[src/rtl/booth_seq_divider.sv]
// ============================================================================
//  Module   : booth_seq_divider
//  Brief    : Sequential radix-2 restoring divider (A/Q shift-register datapath)
//             producing quotient, remainder, divide-by-zero and overflow flags.
//  Revision : 1.0
// ============================================================================
`default_nettype none

module booth_seq_divider #(
    parameter int WIDTH  = 8,
    parameter bit SIGNED = 1'b1
) (
    input  logic             clk,
    input  logic             rst,
    input  logic             start,
    input  logic [WIDTH-1:0] dividend,
    input  logic [WIDTH-1:0] divisor,
    output logic             busy,
    output logic             done,
    output logic [WIDTH-1:0] quotient,
    output logic [WIDTH-1:0] remainder,
    output logic             div_by_zero,
    output logic             overflow
);

    localparam int CNT_W = $clog2(WIDTH);

    localparam logic [1:0] S_IDLE = 2'd0;
    localparam logic [1:0] S_RUN  = 2'd1;
    localparam logic [1:0] S_FIX  = 2'd2;

    localparam logic [CNT_W-1:0] CNT_LAST = CNT_W'(WIDTH - 1);
    localparam logic [WIDTH-1:0] MOST_NEG = {1'b1, {(WIDTH-1){1'b0}}};

    logic [1:0]       state_q, state_d;
    logic [WIDTH:0]   a_q, a_d;
    logic [WIDTH-1:0] q_q, q_d;
    logic [WIDTH-1:0] m_q, m_d;
    logic [CNT_W-1:0] cnt_q, cnt_d;
    logic             dvd_neg_q, dvd_neg_d;
    logic             dvs_neg_q, dvs_neg_d;
    logic             dbz_q, dbz_d;
    logic             ovf_q, ovf_d;
    logic             busy_q, busy_d;
    logic             done_q, done_d;
    logic [WIDTH-1:0] quotient_q, quotient_d;
    logic [WIDTH-1:0] remainder_q, remainder_d;
    logic             div_by_zero_q, div_by_zero_d;
    logic             overflow_q, overflow_d;

    logic             w_dvd_neg;
    logic             w_dvs_neg;
    logic [WIDTH-1:0] w_dvd_mag;
    logic [WIDTH-1:0] w_dvs_mag;
    logic [WIDTH:0]   w_a_shift;
    logic [WIDTH:0]   w_trial;
    logic             w_fits;

    assign w_dvd_neg = SIGNED && dividend[WIDTH-1];
    assign w_dvs_neg = SIGNED && divisor[WIDTH-1];
    assign w_dvd_mag = w_dvd_neg ? (~dividend + 1'b1) : dividend;
    assign w_dvs_mag = w_dvs_neg ? (~divisor + 1'b1) : divisor;

    // One restoring step: shift the quotient MSB into A, then trial-subtract M.
    assign w_a_shift = (a_q << 1) | {{WIDTH{1'b0}}, q_q[WIDTH-1]};
    assign w_trial   = w_a_shift - {1'b0, m_q};
    assign w_fits    = (w_a_shift >= {1'b0, m_q});

    always_comb begin
        state_d       = state_q;
        a_d           = a_q;
        q_d           = q_q;
        m_d           = m_q;
        cnt_d         = cnt_q;
        dvd_neg_d     = dvd_neg_q;
        dvs_neg_d     = dvs_neg_q;
        dbz_d         = dbz_q;
        ovf_d         = ovf_q;
        busy_d        = busy_q;
        done_d        = 1'b0;
        quotient_d    = quotient_q;
        remainder_d   = remainder_q;
        div_by_zero_d = div_by_zero_q;
        overflow_d    = overflow_q;

        case (state_q)
            S_IDLE: begin
                if (start) begin
                    busy_d        = 1'b1;
                    div_by_zero_d = 1'b0;
                    overflow_d    = 1'b0;
                    a_d           = '0;
                    cnt_d         = '0;
                    dvd_neg_d     = w_dvd_neg;
                    dvs_neg_d     = w_dvs_neg;
                    m_d           = w_dvs_mag;
                    dbz_d         = (divisor == '0);
                    ovf_d         = SIGNED && (dividend == MOST_NEG) && (&divisor);
                    if (divisor == '0) begin
                        // Raw dividend is parked in Q so FIX can return it as the remainder.
                        q_d     = dividend;
                        state_d = S_FIX;
                    end else begin
                        q_d     = w_dvd_mag;
                        state_d = S_RUN;
                    end
                end
            end
            S_RUN: begin
                a_d   = w_fits ? w_trial : w_a_shift;
                q_d   = {q_q[WIDTH-2:0], w_fits};
                cnt_d = cnt_q + CNT_W'(1);
                if (cnt_q == CNT_LAST) begin
                    state_d = S_FIX;
                end
            end
            S_FIX: begin
                state_d = S_IDLE;
                busy_d  = 1'b0;
                done_d  = 1'b1;
                if (dbz_q) begin
                    quotient_d    = '1;
                    remainder_d   = q_q;
                    div_by_zero_d = 1'b1;
                    overflow_d    = 1'b0;
                end else begin
                    // The most-negative / -1 case wraps naturally to MOST_NEG here.
                    quotient_d    = (dvd_neg_q ^ dvs_neg_q) ? (~q_q + 1'b1) : q_q;
                    remainder_d   = dvd_neg_q ? (~a_q[WIDTH-1:0] + 1'b1) : a_q[WIDTH-1:0];
                    div_by_zero_d = 1'b0;
                    overflow_d    = ovf_q;
                end
            end
            default: begin
                state_d = S_IDLE;
                busy_d  = 1'b0;
            end
        endcase
    end

    always_ff @(posedge clk) begin
        if (rst) begin
            state_q       <= S_IDLE;
            a_q           <= '0;
            q_q           <= '0;
            m_q           <= '0;
            cnt_q         <= '0;
            dvd_neg_q     <= 1'b0;
            dvs_neg_q     <= 1'b0;
            dbz_q         <= 1'b0;
            ovf_q         <= 1'b0;
            busy_q        <= 1'b0;
            done_q        <= 1'b0;
            quotient_q    <= '0;
            remainder_q   <= '0;
            div_by_zero_q <= 1'b0;
            overflow_q    <= 1'b0;
        end else begin
            state_q       <= state_d;
            a_q           <= a_d;
            q_q           <= q_d;
            m_q           <= m_d;
            cnt_q         <= cnt_d;
            dvd_neg_q     <= dvd_neg_d;
            dvs_neg_q     <= dvs_neg_d;
            dbz_q         <= dbz_d;
            ovf_q         <= ovf_d;
            busy_q        <= busy_d;
            done_q        <= done_d;
            quotient_q    <= quotient_d;
            remainder_q   <= remainder_d;
            div_by_zero_q <= div_by_zero_d;
            overflow_q    <= overflow_d;
        end
    end

    assign busy        = busy_q;
    assign done        = done_q;
    assign quotient    = quotient_q;
    assign remainder   = remainder_q;
    assign div_by_zero = div_by_zero_q;
    assign overflow    = overflow_q;

endmodule

`default_nettype wire

[config.mk]
export PLATFORM = sky130hd
export DESIGN_NAME = booth_seq_divider
export DESIGN_NICKNAME = d
export VERILOG_FILES = /design/src/rtl/booth_seq_divider.sv
export SDC_FILE = /design/constraint.sdc
export NUM_CORES = 1
export LEC_CHECK = 0
export BUFFER_PORTS_ARGS = -buffer_cell sky130_fd_sc_hd__buf_2
export CAP_MARGIN = 20
export CELL_PAD_IN_SITES_DETAIL_PLACEMENT = 1
export CELL_PAD_IN_SITES_GLOBAL_PLACEMENT = 2
export CORE_AREA = 2 2 118 86
export CTS_CLUSTER_DIAMETER = 150
export DETAILED_ROUTE_END_ITERATION = 10
export DIE_AREA = 0 0 120 88
export HOLD_SLACK_MARGIN = 0.06
export PLACE_DENSITY = 0.79
export SYNTH_ARGS = -nofsm -noshare
export SYNTH_HDL_FRONTEND = slang
export SYNTH_SLANG_ARGS = --single-unit
export TNS_END_PERCENT = 20
[constraint.sdc]
create_clock -name clk -period 2.12 [get_ports clk]
set_input_delay 0 -clock clk [delete_from_list [all_inputs] [get_ports clk]]
set_output_delay 0 -clock clk [all_outputs]
set_load 0.02 [all_outputs]
# Word-level counts from Yosys, hierarchy flattened
# Cells that the tools add are included.
# op_classes
n_addsub	6
n_lt_le_gt_ge	1
eq_ne	6
n_mux	26
bitwise	7
reduce_logical	11
# op_table
operator	count
8-bit two-way mux	10
8-bit by 1-bit adder with 8-bit output, second input constant	4
8-bit inverter	4
8-bit one-hot mux with 2 select lines	2
2-bit AND reduction	5
9-bit by 8-bit >= comparator with 1-bit output	1
9-bit by 1-bit OR with 9-bit output	1
8-bit equality test, second input constant	1
8-bit zero test	1
8-bit AND reduction	1
8-bit subtractor	1
2-bit two-way mux	3
1-bit one-hot mux with 2 select lines	3
3-bit one-hot mux with 2 select lines	1
1-bit two-way mux	5
2-bit != test, second input constant	2
2-bit one-hot mux with 2 select lines	1
2-bit nonzero test	2
3-bit by 1-bit adder with 3-bit output, second input constant	1
3-bit equality test, second input constant	1
3-bit two-way mux	1
2-bit by 1-bit equality test with 1-bit output, second input constant	1
2-bit equality test, second input constant	1
2-bit zero test	1
3 further kinds	3
# word_totals
reg_bits	53
input_bits	19
wordCells	72

# Logic depth before layout (Yosys ltp)
# Gate-level depths: netlist of the first run.
# depth
word_depth	6
depth_mapped	9
depth_no_buf	9

# Least setup slack after synthesis of the first run
# OpenSTA, ideal clock, no wires.
# synth_path
kind	register to register
start	register q_q[7]
end	register a_q[6]
setup_ns	0.074
arrival_ns	1.723
t_required_ns	2.046
path_slack_ns	0.323
path_stages_with_launch	10
path_buffers	0
cell_sequence	dfxtp_1 > inv_1 > ha_1 > inv_1 > fa_1 > a211oi_1 > nor2_1 > mux2i_1 > a31o_2 > o21ai_0
# synth_between
elab_chain_len	4
word_cells_on_any_way	5
cone_classes	1 x add/sub; 1 x order compare; 2 x mux; 1 x bitwise
# synth_lines
item	line_no	text
from (decl)	37	logic [WIDTH-1:0] q_q, q_d;
from (signal assigned)	161	q_q <= q_d;
9-bit by 1-bit OR with 9-bit output *	65	assign w_a_shift = (a_q << 1) | {{WIDTH{1'b0}}, q_q[WIDTH-1]};
8-bit subtractor or 9-bit by 8-bit >= comparator with 1-bit output (tied branches)	66, 67	
8-bit two-way mux *	110	a_d = w_fits ? w_trial : w_a_shift;
8-bit one-hot mux with 2 select lines *	86	case (state_q)
to (signal assigned)	144	a_q <= '0;
to (signal assigned)	160	a_q <= a_d;
to (decl)	36	logic [WIDTH:0] a_q, a_d;
# Every way passes the cells marked *; elsewhere a longest branch is shown, timed or not.
# A chain may end at the register's enable or synchronous reset.

# Worst setup path after layout of the first run
# layout_path
start	register m_q[6]
end	register a_q[3]
# layout_between
elab_chain_len	3
# layout_lines
item	line_no	text
from (decl)	38	logic [WIDTH-1:0] m_q, m_d;
from (signal assigned)	162	m_q <= m_d;
9-bit by 8-bit >= comparator with 1-bit output	67	assign w_fits = (w_a_shift >= {1'b0, m_q});
8-bit two-way mux	110	
8-bit one-hot mux with 2 select lines	86	
# No other way between the ends.

==> impl_metrics.env, run 1 <==
export IMPL_gp_congestion=0.851
export IMPL_outcome="finished clean"
export IMPL_grt_pass1_vias=2883
export IMPL_io_pins=39
export IMPL_tightest_slew_ns=0.678
export IMPL_worst_ir_drop_vdd_mv=0.300
export IMPL_skew_ns=0.00388
export IMPL_cts_buffers_inserted=5
export IMPL_cp_arrival_ns=2.25
export IMPL_setup_viol=0
export IMPL_antenna_found_initial=0
export IMPL_power_w=0.00274
export IMPL_setup_ws_ns=0.103
export IMPL_power_density_nw_per_um2=727
export IMPL_period_share_pct=95.2
export IMPL_start_kind="flip-flop"
export IMPL_drive_gt1_share_pct=18.8
export IMPL_nNetsFinal=476
export IMPL_track_usage_pct=17.6
export IMPL_die_h_um=88
export IMPL_clkSlewWorstSetupHoldPaths_ns=0.07
export IMPL_htree_levels=2
export IMPL_period_needed_ns=2.02
export IMPL_worst_hold_slack_ns=0.0702
export IMPL_diodes=0
export IMPL_synth_edff_count=0
export IMPL_vias=2968
export IMPL_yosysSeqAreaShare_pct=34.1
export IMPL_netlist_area_um2=3110
export IMPL_leakagePower_nw=1.54
export IMPL_synth_seq_cells=53
export IMPL_cts_root_buf="clkbuf_16"
export IMPL_grt_start_max_net_pins=31
export IMPL_syn_num_nets=428
export IMPL_viasPerCell=5.21
export IMPL_insertion_delay_ns=0.29
export IMPL_drt_wl_total_um=9000
export IMPL_hold_class="in2reg"
export IMPL_cts_tree="yes"
export IMPL_path_max_fanout=11
export IMPL_area_delta_synth_final_pct=21.1
export IMPL_final_common_cell="dfxtp_1"
export IMPL_cp_end_kind="flip-flop"
export IMPL_core_um2=9420
export IMPL_drc=0
export IMPL_critPathKind="reg2reg"
export IMPL_ys_flop_type="dfxtp_1"
export IMPL_yosys_cell_types_count=56
export IMPL_clock_sinks=53
export IMPL_rsz0062_at_grt="true"
export IMPL_clock_path_buffers=2
export IMPL_ant_nets=0
export IMPL_drv_slew=0
export IMPL_grt_first_pass_wirelength_um=14800
export IMPL_die_area_um2=10600
export IMPL_synth_area_per_cell_um2=7.92
export IMPL_start_util_pct=33.1
export IMPL_die_x_um=120
export IMPL_wire_per_inst_um=15.8
export IMPL_async_flop_share_pct=0
export IMPL_cap_violations=0
export IMPL_most_common_layout_cells="53 x dfxtp_1, 38 x buf_2, 36 x nor2_1, 36 x nand2_1, 32 x a21oi_1"
export IMPL_numPortBuffers=38
export IMPL_final_area_um2=3770
export IMPL_drt_initial_drc_count=150
export IMPL_overflow=0
export IMPL_r2r_setup_slack_ns=0.10
export IMPL_hold_violations=0
export IMPL_synthCells=393
export IMPL_worstPathRequired_ns=2.36
export IMPL_yosys_warnings=0
export IMPL_rows=30
export IMPL_pre_cts_ws_ns=0.0451
export IMPL_maxSlewHeadroom_pct=54.7
export IMPL_dp_hpwl_um=6970
export IMPL_post_dp_cell_area_um2=3520
export IMPL_first_pass_iters=4
export IMPL_clock_fmax_mhz=496
[repair_timing]
item                       CTS  global route
setup endpoints to repair    0             7
hold buffers                 5             0
hold endpoints to repair     5             0
resized for setup            0             7
setup buffers                0             0
[cells by family (layout without fill, tap and decap cells)]
family / count (synthesis) / count (layout) / synth area share (%)
XOR/XNOR: 18 / 18 / 5.06
buffers and inverters: 46 / 95 / 6.19
AO/OA/AOI/OAI: 114 / 114 / 23.9
adder cells (fa/ha/maj): 16 / 16 / 6.67
multiplexers: 9 / 9 / 2.97
AND/OR/NAND/NOR: 137 / 137 / 21.1
flip-flops: 53 / 53 / 34.1
[path summary, 6_finish.rpt]
| path | startpoint | to | cells after the start |
|---|---|---|---|
| max reg2reg | m_q[6] | a_q[3] | 8 |
| min reg2reg | remainder[3] | remainder[3] | 2 |
| max | m_q[6] | a_q[3] | 8 |
| min | divisor[5] | m_q[7] | 4 |
[final cells by class]
cell class              instances  area, µm²
flip-flops and latches         53       1060
well taps                     128        160
clock inverters                 2       38.8
multi-input cells             294       1900
inverters                      23       86.3
clock buffers                   6        129
repair buffers                 64        398
fillers                      1189       5650
[worst max-delay path, stage by stage (launching register included)]
cell and delay, ns:
dfxtp_1 0.34, inv_1 0.05, ha_1 0.40, nand3_2 0.14, o221ai_2 0.19, a21oi_2 0.08, buf_4 0.19, or4b_1 0.50
nand2_1 0.07
[Yosys cell counts, types with 5 or more instances]
| cell type | number | area [µm²] |
|---|---|---|
| dfxtp_1 | 53 | 1060 |
| nand2_1 | 36 | 135 |
| nor2_1 | 36 | 135 |
| a21oi_1 | 32 | 160 |
| o21ai_0 | 24 | 120 |
| inv_1 | 23 | 86.3 |
| nor3_1 | 21 | 105 |
| ha_1 | 15 | 188 |
| clkbuf_1 | 14 | 52.6 |
| a22oi_1 | 10 | 75.1 |
| xnor2_1 | 9 | 78.8 |
| xor2_1 | 9 | 78.8 |
| a211oi_1 | 8 | 60.1 |
| nand2b_1 | 8 | 50.1 |
| mux2i_1 | 7 | 70.1 |
| nand3_1 | 7 | 35.0 |
| nor2b_1 | 7 | 43.8 |
| nor3b_1 | 5 | 37.5 |
| o21a_1 | 5 | 37.5 |
[stage by stage]
| stage | std cells | TNS, ns | utilization [%] |
|---|---|---|---|
| floorplan | 393 | 0 | - |
| global placement | 557 | 0 | 37.3 |
| detailed placement | 557 | 0 | 37.3 |
| CTS | 570 | 0 | 39.6 |
| global route | 570 | -0.0361 | 40.0 |
| finish | 570 | 0 | 40.0 |
[sequential cells by signal, summed over array words and instances, names as in the netlist, 2 cells and up]
name / count
q_q: 8
a_q: 8
remainder: 8
m_q: 8
cnt_q: 3
state_q: 2
quotient: 8
[where the power goes]
part           total [W]  internal [W]  switching (W)
logic           0.000708      0.000303       0.000405
registers        0.00109       0.00104      0.0000491
clock network   0.000944      0.000561       0.000383
[metal layers]
| metal | share of wire (%) | GRT usage, % |
|---|---|---|
| met5 | 0 | 0 |
| met4 | 0.66 | 3.53 |
| met3 | 3.9 | 2.73 |
| met1 | 54 | 26.0 |
| met2 | 42 | 27.2 |
(Power assumes the default switching activity.)
==> inputs of run 2 (changes only) <==
- REMOVE_ABC_BUFFERS: unset -> 1
==> impl_metrics.env, run 2 (synthesized netlist as in run 1, its figures left out) <==
export IMPL_diodes=0
export IMPL_gp_congestion=0.832
export IMPL_utilization_pct=39.0
export IMPL_worstReg2RegStart="a_q[5]"
export IMPL_htree_levels=2
export IMPL_critPathBufInv=1
export IMPL_die_area_um2=10600
export IMPL_core_um2=9420
export IMPL_rsz0062_at_grt="true"
export IMPL_dp_hpwl_um=6710
export IMPL_die_x_um=120
export IMPL_skew_ns=0.0121
export IMPL_cp_arrival_ns=2.15
export IMPL_min_to="dvs_neg_q"
export IMPL_drive_gt1_share_pct=17.0
export IMPL_antenna_found_initial=0
export IMPL_path_max_fanout=5
export IMPL_cap_violations=0
export IMPL_post_place_cells=552
export IMPL_worst_ir_drop_vdd_mv=0.302
export IMPL_first_pass_iters=4
export IMPL_worstPathRequired_ns=2.30
export IMPL_whs_path_depth=3
export IMPL_post_cts_buffers=0
export IMPL_critPathMaxStageDelay_ns=0.43
export IMPL_outcome="finished clean"
export IMPL_leakagePower_nw=1.49
export IMPL_hold_violations=0
export IMPL_grt_start_max_net_pins=26
export IMPL_setup_tns_ns=0
export IMPL_critical_path_reg2reg_endpoint="a_q[2]"
export IMPL_fin_cells=563
export IMPL_final_common_cell="dfxtp_1"
export IMPL_setup_viol=0
export IMPL_clock_path_buffers=2
export IMPL_nNetsFinal=470
export IMPL_area_delta_synth_final_pct=17.9
export IMPL_period_needed_ns=1.98
export IMPL_clock_fmax_mhz=506
export IMPL_maxSlewHeadroom_pct=56.1
export IMPL_grt_first_pass_wirelength_um=14400
export IMPL_cts_tree="yes"
export IMPL_path_delay_family="compound AO/OA/AOI/OAI gates"
export IMPL_reg2regPathDepth=7
export IMPL_viasPerCell=5.16
export IMPL_clkSlewWorstSetupHoldPaths_ns=0.07
export IMPL_cp_cell_sequence="ha_1, a21oi_2, o221ai_1, a21oi_2, buf_4, mux2i_1, o21ai_0"
export IMPL_period_share_pct=93.2
export IMPL_hp_start="divisor[7]"
export IMPL_most_common_layout_cells="52 x dfxtp_1, 38 x buf_2, 36 x nor2_1, 36 x nand2_1, 32 x a21oi_1"
export IMPL_tightest_slew_ns=0.656
export IMPL_start_util_pct=33.1
export IMPL_insertion_delay_ns=0.29
export IMPL_grt_pass1_vias=2870
export IMPL_nFillCells=1163
export IMPL_hold_class="in2reg"
export IMPL_cp_end_kind="flip-flop"
export IMPL_die_h_um=88
export IMPL_crit_top_cell="a21oi_2"
export IMPL_numPortBuffers=38
export IMPL_r2r_setup_slack_ns=0.14
export IMPL_start_kind="flip-flop"
export IMPL_cts_root_buf="clkbuf_16"
export IMPL_drc=0
export IMPL_ant_nets=0
export IMPL_worst_hold_slack_ns=0.0710
export IMPL_drt_initial_drc_count=165
export IMPL_rows=30
export IMPL_wire_per_inst_um=15.3
export IMPL_clock_sinks=53
export IMPL_cp_slowest_cell="dfxtp_1"
export IMPL_critPathKind="reg2reg"
export IMPL_io_pins=39
export IMPL_power_density_nw_per_um2=702
export IMPL_track_usage_pct=17.1
export IMPL_cts_buffers_inserted=5
export IMPL_drv_slew=0
export IMPL_overflow=0
export IMPL_drt_wl_total_um=8640
export IMPL_vias=2906
run 2: metrics by stage:
stage | cell area (µm²) | setup WS (ns) | power (W)
5_1_grt | 3670 | -0.00198 | 0.00273
6_report | 3670 | 0.144 | 0.00258
2_1_floorplan | 3010 | 0.168 | 0.00154
3_5_place_dp | 3480 | 0.144 | 0.00177
3_3_place_gp | 3480 | 0.216 | 0.00175
4_1_cts | 3660 | 0.0270 | 0.00260
run 2: layout make-up:
type                            instances  area (µm²)  share of cell area [%]
Inverter                               23        86.3                    2.35
Multi-Input combinational cell        294        1870                    50.9
Sequential cell                        53        1060                    28.9
Timing Repair Buffer                   58         350                    9.54
Clock buffer                            7         143                    3.88
Tap cell                              128         160                    4.36
run 2: repair_timing:
item | in CTS | in global routing
setup endpoints to repair | 0 | 6
hold buffers | 4 | 0
gates resized for setup | 0 | 3
hold endpoints to repair | 4 | 0
run 2: how the worst max path moves through the flow:
stage | slack (ns) | to | cells past startpoint | startpoint
6_report | 0.14 | a_q[2] | 7 | a_q[5]
5_1_grt | -0.002 | a_q[1] | 8 | m_q[6]
4_1_cts | 0.03 | q_q[1] | 9 | divisor[0]
3_5_place_dp | 0.14 | a_q[2] | 7 | a_q[3]
3_3_place_gp | 0.22 | a_q[6] | 9 | q_q[7]
2_1_floorplan | 0.17 | a_q[0] | 6 | a_q[5]
run 2: worst register-to-register path, cell delays in order, from the launching register on:
cell	delay (ns)
dfxtp_1	0.43
ha_1	0.33
a21oi_2	0.22
o221ai_1	0.16
a21oi_2	0.24
buf_4	0.18
mux2i_1	0.20
o21ai_0	0.10
run 2: where the power goes:
group,switching [W],leakage [nW],total (W),internal [W]
clock network,0.000348,0.0700,0.000813,0.000465
logic,0.000376,0.992,0.000670,0.000294
registers,0.0000550,0.431,0.00109,0.00104
run 2: metal layers:
metal	up-vias	global-route usage [%]	wire length [µm]
met2	54	26.0	3560
li1	1480	-	-
met4	0	2.67	57
met3	7	3.13	382
met1	1365	25.6	4630
met5	-	0	0
